--- config.mk ---
export PLATFORM = sky130hd
export DESIGN_NAME = ltc2308_responder
export DESIGN_NICKNAME = d
export VERILOG_FILES = /design/src/rtl/ltc2308_pkg.sv /design/src/rtl/sync_edge.sv /design/src/rtl/ltc2308_responder.sv
export SDC_FILE = /design/constraint.sdc
export NUM_CORES = 1
export LEC_CHECK = 0
export CORE_MARGIN = 3
export CORE_UTILIZATION = 25
export CTS_CLUSTER_DIAMETER = 200
export DETAILED_ROUTE_END_ITERATION = 8
export PLACE_DENSITY = 0.47
export SLEW_MARGIN = 5
export SYNTH_ARGS = -nofsm -noshare
export SYNTH_HDL_FRONTEND = slang
export SYNTH_SLANG_ARGS = --single-unit
--- constraint.sdc ---
create_clock -name clk -period 5.1 [get_ports clk]
set_clock_uncertainty 0.1 [all_clocks]
set_input_delay 1.02 -clock clk [delete_from_list [all_inputs] [get_ports clk]]
set_output_delay 1.02 -clock clk [all_outputs]
set_load 0.05 [all_outputs]
--- src/rtl/ltc2308_pkg.sv ---
`default_nettype none
// ============================================================================
// Module   : ltc2308_pkg
// Function : Shared types, constants and channel decode for the LTC2308 responder
// Revision : 1.0
// ============================================================================
package ltc2308_pkg;

    typedef enum logic [1:0] {
        IDLE    = 2'd0,
        CONVERT = 2'd1,
        READY   = 2'd2,
        SHIFT   = 2'd3
    } state_t;

    localparam int CFG_BITS  = 6;
    localparam int DATA_BITS = 12;
    localparam int NUM_CHAN  = 8;

    localparam logic [CFG_BITS-1:0] CFG_RESET = 6'b100010;

    // Config word layout is {S/D, O/S, S1, S0, UNI, SLP}; channel is {S1, S0, O/S}.
    function automatic logic [2:0] cfg2chan(input logic [CFG_BITS-1:0] cfg);
        return {cfg[3], cfg[2], cfg[4]};
    endfunction

endpackage
`default_nettype wire

--- src/rtl/sync_edge.sv ---
`default_nettype none
// ============================================================================
// Module   : sync_edge
// Function : 2-FF synchronizer with registered rise/fall pulses and aligned level
// Revision : 1.0
// ============================================================================
module sync_edge (
    input  logic clk,
    input  logic reset_n,
    input  logic sig_i,
    output logic level_o,
    output logic rise_o,
    output logic fall_o
);

    logic meta_q;
    logic sync_q;
    logic dly_q;
    logic rise_q;
    logic fall_q;

    always_ff @(posedge clk) begin
        if (!reset_n) begin
            meta_q <= 1'b0;
            sync_q <= 1'b0;
            dly_q  <= 1'b0;
            rise_q <= 1'b0;
            fall_q <= 1'b0;
        end else begin
            meta_q <= sig_i;
            sync_q <= meta_q;
            dly_q  <= sync_q;
            rise_q <= sync_q & ~dly_q;
            fall_q <= ~sync_q & dly_q;
        end
    end

    // dly_q changes on the same clk as the pulses, so level and edge agree.
    assign level_o = dly_q;
    assign rise_o  = rise_q;
    assign fall_o  = fall_q;

endmodule
`default_nettype wire

--- src/rtl/ltc2308_responder.sv ---
`default_nettype none
// ============================================================================
// Module   : ltc2308_responder
// Function : Slave-side LTC2308 ADC emulator driving SDO from a parallel sample bus
// Revision : 1.0
// ============================================================================
module ltc2308_responder
    import ltc2308_pkg::*;
#(
    parameter int CONV_CYCLES = 80
) (
    input  logic                          clk,
    input  logic                          reset_n,
    input  logic [DATA_BITS*NUM_CHAN-1:0] chan_data,
    input  logic                          ADC_CONVST,
    input  logic                          ADC_SCK,
    input  logic                          ADC_SDI,
    output logic                          ADC_SDO,
    output logic                          busy,
    output logic [CFG_BITS-1:0]           cfg,
    output logic                          frame_done
);

    localparam logic [9:0] c_conv_load = 10'(CONV_CYCLES - 1);

    logic conv_lvl;
    logic conv_rise;
    logic conv_fall;
    logic sck_lvl;
    logic sck_rise;
    logic sck_fall;
    logic sdi_lvl;
    logic sdi_rise;
    logic sdi_fall;
    logic unused_edges;

    sync_edge u_sync_convst (
        .clk     (clk),
        .reset_n (reset_n),
        .sig_i   (ADC_CONVST),
        .level_o (conv_lvl),
        .rise_o  (conv_rise),
        .fall_o  (conv_fall)
    );

    sync_edge u_sync_sck (
        .clk     (clk),
        .reset_n (reset_n),
        .sig_i   (ADC_SCK),
        .level_o (sck_lvl),
        .rise_o  (sck_rise),
        .fall_o  (sck_fall)
    );

    sync_edge u_sync_sdi (
        .clk     (clk),
        .reset_n (reset_n),
        .sig_i   (ADC_SDI),
        .level_o (sdi_lvl),
        .rise_o  (sdi_rise),
        .fall_o  (sdi_fall)
    );

    assign unused_edges = &{1'b0, conv_fall, sck_lvl, sdi_rise, sdi_fall};

    logic [DATA_BITS-1:0] chan_word [NUM_CHAN];

    for (genvar k = 0; k < NUM_CHAN; k++) begin : g_chan
        assign chan_word[k] = chan_data[DATA_BITS*k +: DATA_BITS];
    end

    state_t               state_q,    state_d;
    logic [9:0]           cnt_q,      cnt_d;
    logic [DATA_BITS-1:0] result_q,   result_d;
    logic [CFG_BITS-1:0]  cfg_q,      cfg_d;
    logic [CFG_BITS-1:0]  cfg_sr_q,   cfg_sr_d;
    logic [2:0]           rise_cnt_q, rise_cnt_d;
    logic [3:0]           fall_cnt_q, fall_cnt_d;
    logic                 sdo_q,      sdo_d;
    logic                 busy_q,     busy_d;
    logic                 done_q,     done_d;

    always_ff @(posedge clk) begin
        if (!reset_n) begin
            state_q    <= IDLE;
            cnt_q      <= '0;
            result_q   <= '0;
            cfg_q      <= CFG_RESET;
            cfg_sr_q   <= '0;
            rise_cnt_q <= '0;
            fall_cnt_q <= '0;
            sdo_q      <= 1'b0;
            busy_q     <= 1'b0;
            done_q     <= 1'b0;
        end else begin
            state_q    <= state_d;
            cnt_q      <= cnt_d;
            result_q   <= result_d;
            cfg_q      <= cfg_d;
            cfg_sr_q   <= cfg_sr_d;
            rise_cnt_q <= rise_cnt_d;
            fall_cnt_q <= fall_cnt_d;
            sdo_q      <= sdo_d;
            busy_q     <= busy_d;
            done_q     <= done_d;
        end
    end

    always_comb begin
        state_d    = state_q;
        cnt_d      = cnt_q;
        result_d   = result_q;
        cfg_d      = cfg_q;
        cfg_sr_d   = cfg_sr_q;
        rise_cnt_d = rise_cnt_q;
        fall_cnt_d = fall_cnt_q;
        sdo_d      = sdo_q;
        busy_d     = busy_q;
        done_d     = 1'b0;

        // A CONVST rise outranks any SCK edge arriving in the same clk.
        if (conv_rise && (state_q != CONVERT)) begin
            result_d   = chan_word[cfg2chan(cfg_q)];
            cnt_d      = c_conv_load;
            busy_d     = 1'b1;
            sdo_d      = 1'b0;
            rise_cnt_d = '0;
            fall_cnt_d = '0;
            state_d    = CONVERT;
        end else begin
            unique case (state_q)
                IDLE: begin
                    sdo_d = 1'b0;
                end
                CONVERT: begin
                    if (cnt_q == '0) begin
                        busy_d  = 1'b0;
                        state_d = READY;
                    end else begin
                        cnt_d = cnt_q - 10'd1;
                    end
                end
                READY: begin
                    if (conv_lvl) begin
                        sdo_d = 1'b0;
                    end else begin
                        sdo_d = result_q[DATA_BITS-1];
                        if (sck_rise) begin
                            cfg_sr_d   = {cfg_sr_q[CFG_BITS-2:0], sdi_lvl};
                            rise_cnt_d = 3'd1;
                            state_d    = SHIFT;
                        end
                    end
                end
                SHIFT: begin
                    if (conv_lvl) begin
                        sdo_d = 1'b0;
                    end else begin
                        if (sck_rise && (rise_cnt_q < 3'(CFG_BITS))) begin
                            cfg_sr_d   = {cfg_sr_q[CFG_BITS-2:0], sdi_lvl};
                            rise_cnt_d = rise_cnt_q + 3'd1;
                            if (rise_cnt_q == 3'(CFG_BITS - 1)) begin
                                cfg_d = {cfg_sr_q[CFG_BITS-2:0], sdi_lvl};
                            end
                        end
                        if (sck_fall) begin
                            if (fall_cnt_q == 4'(DATA_BITS - 1)) begin
                                sdo_d      = 1'b0;
                                done_d     = 1'b1;
                                fall_cnt_d = '0;
                                state_d    = IDLE;
                            end else begin
                                fall_cnt_d = fall_cnt_q + 4'd1;
                                result_d   = {result_q[DATA_BITS-2:0], 1'b0};
                                sdo_d      = result_q[DATA_BITS-2];
                            end
                        end
                    end
                end
                default: begin
                    state_d = IDLE;
                end
            endcase
        end
    end

    assign ADC_SDO    = sdo_q;
    assign busy       = busy_q;
    assign cfg        = cfg_q;
    assign frame_done = done_q;

endmodule
`default_nettype wire

==> run metrics <==
status complete, no violations; Syn-to-layout area delta 48.63%; Iter 0 DRT Violations roughly 140; Adder-Cell Fraction of Synth Area between 1.5 and 2%; number of global-route vias before repair around 2600; Slew Viols, Final 0; # setup viols final 0; Reg clk slew, reported paths approximately 0.05 ns; # port buffers roughly 110; Die W between 100 and 150 um; Max Cap Viol 0; Clock Latency Late Sink roughly 0.32 ns; WS Path Type reg2out; Synth Area in Compound Gates 10.07%; DR vias/cell a little under 5; Tmin final about 3.3 ns; Critical Path, Cell by Cell clkdlybuf4s50_1; fmax around 300 MHz; Tot GR Track Use between 10 and 15%; Post-CTS Setup Bufs 0; DP HPWL between 7 and 8 mm; htree depth 3; Final Hold Violating Endpoints 0; first-pass GRT wire length 14.29 mm; XOR/XNOR Fraction of Synth Area 0%; Setup crit end kind primary output; min-delay worst type reg2reg; warnings from Yosys 0; post-route ant nets 0; antenna cell count 0; slowest stage delay, CP approximately 0.95 ns; Leak Pwr approximately 0.0016 uW; setup_tns 0 ns; CP max stage cell clkdlybuf4s50_1; Slew HR between 40% and 50%; post-synthesis cell area approximately 3000 um^2; CP Data Required Time about 4 ns; DRT Wirelength ~9.7 mm; Nets approximately 500; Hold Path Stages 1; Post-Syn Instances 287; initial antenna violation count 0; Hold Buf Count CTS 0; TritonCTS clock tree done; Async SR Flop Fraction 0%; maximum VDD drop 0.1477 mV; largest family of logic cells by synthesized area multiplexers; die boundary height about 120 um; period utilization 64.36%; CTS buffer count 9; Post-synth top flop dfxtp_1; Root Driver clkbuf_16; PostCTS Resize Cnt 0; Die Area between 10000 and 15000 um^2; cell count along the critical path 1; DRC violation count after routing 0; PD cells ~260 nW/um^2; synthesis-stage register bit count 57; pin count of the biggest net entering global routing 27; io pins between 100 and 150; clk buf depth 2; GR Overflow Total 0; total clock sinks 57; first drt pass iteration count 6; R2R depth 4; total power between 1000 and 1500 uW; WP buf/inv 1; mux share of post-synthesis cell area slightly below 30%; CP delay by family, top buffers and inverters; Mapped Nets roughly 390; Routed WL per cell about 18 um; Core Box Area 11710 um^2; slew at the pin with the worst max-slew slack approximately 0.86 ns; Final Wtd Congestion about 0.8; EDFF count, synth 0; RSZ-0062 raised after global routing no; crit path DAT 2.16 ns; critical path peak fanout 26; Yosys cell types 48; # rows 39; effective utilization at floorplan 26.21%; Syn Area/Cell 10.69 um^2; startpoint types flop; via total after detailed routing roughly 2700; Post-Synth Simple-Gate Area 18.18%; share of layout cells above drive strength 1 between 10 and 15%; sequential area share after synthesis around 37%
[flip-flops by register name, summed over array words and instances, names as in the netlist, 2 cells and up]
name / count
cfg_sr_q: 5
fall_cnt_q: 4
state_q: 2
cnt_q: 10
cfg: 6
rise_cnt_q: 3
result_q: 12
[cells by family after synthesis]
kind of cell / count (synthesis)
buffers and inverters: 24
AND/OR/NAND/NOR: 92
adder cells (fa/ha/maj): 4
flip-flops: 57
AO/OA/AOI/OAI: 50
multiplexers: 60
[cell usage after synthesis (all sizes together), types with 2 or more instances]
library cell	count	area share (%)
dfxtp	57	37
mux2i	36	12
mux4	24	18
nand2	19	2.4
nor2	19	2.3
a21oi	17	2.8
o22ai	11	2.2
buf	10	1.9
and2	9	1.8
clkbuf	9	1.1
nand3	7	1.1
nor3	6	1.7
o21ai	6	0.98
inv	5	0.61
nand4	5	1.0
ha	4	1.6
nand2b	4	0.82
nor2b	4	1.1
nor3b	4	1.5
a31oi	3	0.61
nand3b	3	0.86
nand4b	3	0.86
o211ai	3	0.73
a311oi	2	0.57
and3b	2	0.57
and4b	2	0.65
o31ai	2	0.49
[layer usage]
metal / GRT usage (%) / share of wire (%) / wire [um]
met5: 0 / 0 / 0
met4: 5.275 / 2.2 / 217
met3: 3.085 / 2.6 / 252
met2: 20.89 / 49 / 4765
met1: 20.01 / 46 / 4463
[layout by cell type (no fill, tap or decap), types with 2 or more instances in the layout]
| cell | Yosys | final |
|---|---|---|
| clkdlybuf4s50_1 | 0 | 109 |
| dfxtp_1 | 57 | 56 |
| mux2i_1 | 36 | 36 |
| mux4_2 | 24 | 24 |
| nor2_1 | 19 | 19 |
| nand2_1 | 18 | 18 |
| a21oi_1 | 17 | 17 |
| o22ai_1 | 11 | 11 |
| and2_1 | 9 | 9 |
| clkbuf_16 | 0 | 9 |
| nand3_1 | 7 | 7 |
| nand4_1 | 5 | 5 |
| inv_1 | 4 | 4 |
| nor3_1 | 4 | 4 |
| nand2b_1 | 4 | 4 |
| o21ai_0 | 4 | 4 |
| ha_1 | 4 | 4 |
| nand4b_1 | 3 | 3 |
| nor2b_1 | 3 | 3 |
| a31oi_1 | 3 | 3 |
| o211ai_1 | 3 | 3 |
| nor3_4 | 2 | 2 |
| o31ai_1 | 2 | 2 |
| nand3b_1 | 2 | 2 |
| nor3b_1 | 2 | 2 |
| a311oi_1 | 2 | 2 |
| and3b_1 | 2 | 2 |
| o21ai_1 | 2 | 2 |
| and4b_1 | 2 | 2 |
| clkinvlp_4 | 0 | 2 |
| clkinv_2 | 0 | 2 |
| buf_4 | 4 | 2 |
[final cells by class]
| cell class | instances | area, um^2 |
|---|---|---|
| clock buffers | 11 | 242.7 |
| well taps | 143 | 178.9 |
| inverters | 5 | 18.77 |
| clock inverters | 5 | 55.05 |
| repair buffers | 111 | 1106 |
| fillers | 1166 | 7149 |
| multi-input cells | 206 | 1818 |
| flip-flops and latches | 57 | 1142 |
[path summary, 6_finish.rpt]
check,to,from,slack (ns)
worst max-delay path,cfg[4],cfg[4]$_SDFFE_PN0P_,1.82
worst min-delay path,u_sync_sck.rise_o$_SDFF_PN0_,u_sync_sck.level_o$_SDFF_PN0_,0.31
worst min register to register,u_sync_sck.rise_o$_SDFF_PN0_,u_sync_sck.level_o$_SDFF_PN0_,0.31
worst max register to register,result_q[3]$_SDFFE_PN0P_,state_q[1]$_SDFFE_PP0P_,2.76
[report_power, final]
part           switching [uW]  total [uW]  internal (uW)
clock                     197         586            389
combinational            44.5         140           95.6
sequential               7.80         462            455
total                     250        1190            939
[through the flow]
stage / hold slack, ns / utilization, % / std cells / area, um^2 / setup slack [ns]
final: 0.3073 / 38.95 / 538 / 4562 / 1.818
after global routing: 0.3336 / 38.95 / 538 / 4562 / 1.617
after CTS: 0.3091 / 38.95 / 538 / 4562 / 1.738
after detailed placement: 0.3021 / 36.41 / 522 / 4264 / 1.936
after global placement: 0.2982 / 36.41 / 522 / 4264 / 1.981
after floorplan: 0.2835 / - / 287 / 3069 / 3.002
No activity file was read; power rests on OpenSTA's default activity.
==> patch 1 (same settings) <==
The output `frame_done` loses its register stage (`done_q` becomes a continuous assignment).
--- a/src/rtl/ltc2308_responder.sv
+++ b/src/rtl/ltc2308_responder.sv
@@ -91,7 +91,6 @@
             fall_cnt_q <= '0;
             sdo_q      <= 1'b0;
             busy_q     <= 1'b0;
-            done_q     <= 1'b0;
         end else begin
             state_q    <= state_d;
             cnt_q      <= cnt_d;
@@ -102,9 +101,10 @@
             fall_cnt_q <= fall_cnt_d;
             sdo_q      <= sdo_d;
             busy_q     <= busy_d;
-            done_q     <= done_d;
         end
     end
+
+    assign done_q = done_d;
 
     always_comb begin
         state_d    = state_q;
Function: same outputs for any inputs over 10 cycles, from zero or initial values and one cycle with reset_n low; that may be too few to reach the edited logic, so the function may still have changed.
==> patch 1 against the unedited design <==
- non-clock buffer count grew 1
- die area increased by 3.3%
- wire length fell by 1.9%
- largest cell class unchanged
- design area rose by 0.55%
- synthesized area is 3.5% higher
- register-to-register slack worse by 70 ps
- sequential cell count shrank 1
- setup slack worse by 260 ps
- first-iteration DRC count shrank 16%
Power is not compared: it rests on default switching activity, and its combinational part moved more than twofold at a synthesized area within 25%.
==> patch 1: results (changes against the unedited design) <==
Global route
  • GRT Overall Usage: 0.135 (was 0.141)
  • First-pass GRT wire length: 15,300 µm (was 14,300 µm)
  • GR met2 Demand/Resource: 0.252 (was 0.209)
  • Met3 Use GR: 0.0191 (was 0.0308)
  • Met1 usage: 0.165 (was 0.200)
  • Largest net degree at the start of global routing: 48 (was 27)

Status
  • Status: finished clean (unchanged)

Setup path
  • R2R Path End: state_q[1]$_SDFFE_PP0P_ (was result_q[3]$_SDFFE_PN0P_)
  • Reg-to-reg slack, setup: 2690 ps (was 2760 ps)
  • Launch point of the worst path: state_q[1]$_SDFFE_PP0P_ (was cfg[4]$_SDFFE_PN0P_)
  • R2R depth: 7 (was 4)
  • Critical Path AT: 2430 ps (was 2160 ps)
  • Critical Path End: frame_done (was cfg[4])
  • Crit-path max FO: 7 (was 26)
  • CP max stage delay: 830 ps (was 950 ps)

Clock network
  • H-Tree Depth: 2 (was 3)
  • Post-CTS Resized: 0 (unchanged)
  • Skew-Pair Late Insertion Delay: 290 ps (was 320 ps)
  • CTS root buf: clkbuf_16 (unchanged)
  • # Post-CTS Setup Buffers: 0 (unchanged)
  • Num CTS Buffers: 5 (was 9)

Timing
  • Worst slew pin tran: 954 ps (was 858 ps)
  • Fin Hold WS: 317 ps (was 307 ps)

Place
  • Place WS: 1800 ps (was 1940 ps)
  • Routability cong.: 0.756 (was 0.795)
  • Detail Placement HPWL: 7340 µm (was 7680 µm)

Synth
  • Post-synthesis sequential area ratio: 0.353 (was 0.372)
  • Post-synthesis cell count: 351 (was 287)
  • Cell area after synthesis: 3180 µm² (was 3070 µm²)
  • Synthesized Nets: 462 (was 392)
  • Most instantiated cells after synthesis: 58 x mux2i_1, 56 x dfxtp_1, 28 x nand2_1, 27 x nor2_1, 22 x a22oi_1 (was 57 x dfxtp_1, 36 x mux2i_1, 24 x mux4_2, 19 x nor2_1, 18 x nand2_1)
  • Synth top area cells: dfxtp_1 35%, mux2i_1 18%, a22oi_1 5.2%, ha_1 3.9%, nand2_1 3.3% (was dfxtp_1 37%, mux4_2 18%, mux2i_1 12%, a21oi_1 2.8%, nor2_1 2.3%)

Routing
  • Initial DRT Pass Iterations: 4 (was 6)
  • Top Metal Used: met4 (unchanged)
  • Detailed router's first-iteration violation count: 119 (was 141)
  • Metal2 WL: 4990 µm (was 4770 µm)
  • Wirelength per Cell: 15.3 µm (was 18.0 µm)
  • Detailed-route via count: 2,872 (was 2,675)
  • M1 wire length: 4270 µm (was 4460 µm)

Finish
  • Share of cells above drive strength 1: 0.0464 (was 0.129)
  • Nets: 563 (was 495)

Worst hold path
  • Worst Hold End: u_sync_sck.fall_o$_SDFF_PN0_ (was u_sync_sck.rise_o$_SDFF_PN0_)
  • Hold Path Stages: 1 (unchanged)
  • Hold path startpoint: u_sync_sck.sync_q$_SDFF_PN0_ (was u_sync_sck.level_o$_SDFF_PN0_)
patch 1: kinds of logic (layout without fill, tap and decap cells):
group                    Yosys count  in the layout  share of synthesized area
AND/OR/NAND/NOR                  111            111                      0.181
AO/OA/AOI/OAI                     82             82                      0.179
multiplexers                      60             60                      0.197
flip-flops                        56             56                      0.353
buffers and inverters             28            130                     0.0394
adder cells (fa/ha/maj)           10             10                     0.0394
XOR/XNOR                           4              4                     0.0110
patch 1: stage by stage:
step,instances,instance area (µm²)
floorplan,351,3180
global placement,613,4410
detailed placement,613,4410
CTS,621,4590
global route,621,4590
finish,621,4590
patch 1: worst register-to-register path, cell delays in order (launching register included):
cell	delay, ps
dfxtp_1	370
inv_1	100
ha_1	290
inv_1	130
nand2_1	480
nand2_1	490
a21oi_1	260
o21a_1	140
patch 1: layout make-up:
class,instances,area (µm²)
Tap cell,168,210
Multi-Input combinational cell,267,1930
Inverter,10,37.5
Timing Repair Buffer,112,1110
Clock buffer,5,125
Fill cell,1284,7620
Sequential cell,56,1120
Clock inverter,3,47.5
==> patch 2 (same settings) <==
Without the edit above. The package constant `NUM_CHAN` goes from 8 to 4.
--- a/src/rtl/ltc2308_pkg.sv
+++ b/src/rtl/ltc2308_pkg.sv
@@ -15,7 +15,7 @@
 
     localparam int CFG_BITS  = 6;
     localparam int DATA_BITS = 12;
-    localparam int NUM_CHAN  = 8;
+    localparam int NUM_CHAN  = 4;
 
     localparam logic [CFG_BITS-1:0] CFG_RESET = 6'b100010;
 
Ports: changed (resized chan_data); port bits go from 110 to 62. The function was not compared with the original's and may differ.
==> patch 2 against the unedited design <==
- wire length fell by 34%
- synthesized area is 13% lower
- critical path depth stayed put
- critical path type unchanged
- largest cell class unchanged
- via count fell by 17%
- design area is 21% lower
- total power is 19% lower
- critical endpoint unchanged
- largest power group is now registers
- setup slack better by 21 ps
- sequential cell count did not move
==> patch 2: results (changes against the unedited design) <==
Synth
  • Library cells used by synthesis: 47 (was 48)
  • Post-synthesis async set-or-reset flop share: 0 (unchanged)
  • Primary FF master, synth: dfxtp_1 (unchanged)
  • Synth top area cells: dfxtp_1 43%, mux4_2 10%, mux2i_1 5.2%, nand2_1 4.9%, a31oi_1 3.3% (was dfxtp_1 37%, mux4_2 18%, mux2i_1 12%, a21oi_1 2.8%, nor2_1 2.3%)
  • YS warnings: 0 (unchanged)
  • Synthesized Nets: 337 (was 392)
  • Most instantiated cells after synthesis: 57 x dfxtp_1, 35 x nand2_1, 17 x a21oi_1, 16 x o21ai_0, 15 x nor2_1 (was 57 x dfxtp_1, 36 x mux2i_1, 24 x mux4_2, 19 x nor2_1, 18 x nand2_1)

Place
  • Detail Placement HPWL: 4700 µm (was 7680 µm)
  • Routability cong.: 0.738 (was 0.795)
  • PortBufs: 61 (was 109)
  • Place WS: 2130 ps (was 1940 ps)

Routing
  • Initial DRT Pass Iterations: 4 (was 6)
  • Wirelength per Cell: 13.4 µm (was 18.0 µm)
  • Detailed router's first-iteration violation count: 91 (was 141)
  • Vias per cell: 4.66 (was 4.97)

Power
  • Combinational Power: 0.0905 mW (was 0.140 mW)
  • Clock power share: 0.424 (was 0.493)
  • Switching Share: 0.234 (was 0.210)
  • Leak: 1.21 nW (was 1.64 nW)
  • Max VDD drop: 0.140 mV (was 0.148 mV)
  • Pwr Density: 267 nW/µm² (was 260 nW/µm²)

Finish
  • Filler Cells Inserted: 1,093 (was 1,166)
  • FF/Latch Area: 1140 µm² (about the same)
  • Area taken by multi-input logic gates: 1450 µm² (was 1820 µm²)
  • Share of cells above drive strength 1: 0.105 (was 0.129)
  • Multi-input gates: 201 (was 206)
  • Buffering overhead: 0.171 (was 0.242)
  • Non-CTS inverters: 7 (was 5)
  • Seq/total area: 0.317 (was 0.250)
  • Non-CTS buffers: 62 (was 111)
  • Nets: 395 (was 495)
  • Clk cell area share: 0.0541 (was 0.0653)

Global route
  • Largest net degree at the start of global routing: 38 (was 27)
  • First-pass GRT wire length: 10,300 µm (was 14,300 µm)
  • Number of global-route vias before repair: 2,085 (was 2,580)
  • GRT Overall Usage: 0.111 (was 0.141)

Setup path
  • Critical Path AT: 2140 ps (was 2160 ps)
  • Reg-to-reg slack, setup: 2580 ps (was 2760 ps)
  • R2R Path Start: state_q[0]$_SDFFE_PN0P_ (was state_q[1]$_SDFFE_PP0P_)

Status
  • Status: finished clean (unchanged)

Clock network
  • CTS root buf: clkbuf_8 (was clkbuf_16)

Die
  • Total die area: 12,000 µm² (was 13,600 µm²)

Timing
  • Fin crit period: 3260 ps (was 3280 ps)
  • Worst slew pin tran: 834 ps (was 858 ps)
patch 2: cell types whose count changed after synthesis, sizes merged, moves of 4 or more:
cell	delta
buf	-7
mux4	-12
nand4	-4
a31oi	+11
nor2b	+9
o21ai	+10
mux2i	-22
nor2	-4
o22ai	-10
nand2	+16
patch 2: logic make-up after synthesis:
logic type,after synthesis,synth area share
AOI/OAI and AO/OA,61,0.146
xor gates and xnor gates,2,0.00653
adders and majority gates,4,0.0187
buffers and inverters,22,0.0326
DFF,57,0.425
muxes,26,0.153
and+or+nand+nor,108,0.218
patch 2: through the flow:
step / hold WS (ps) / std cells
final: 307 / 479
after global routing: 341 / 479
after CTS: 307 / 479
after detailed placement: 298 / 463
after global placement: 290 / 463
after floorplan: 283 / 280
patch 2: layer usage:
layer / share of wire / GRT usage / vias up
met1: 0.44 / 0.139 / 1062
met5: 0 / 0 / -
li1: - / - / 1140
met2: 0.52 / 0.177 / 28
met4: 0.0055 / 0.0338 / 0
met3: 0.034 / 0.0440 / 2
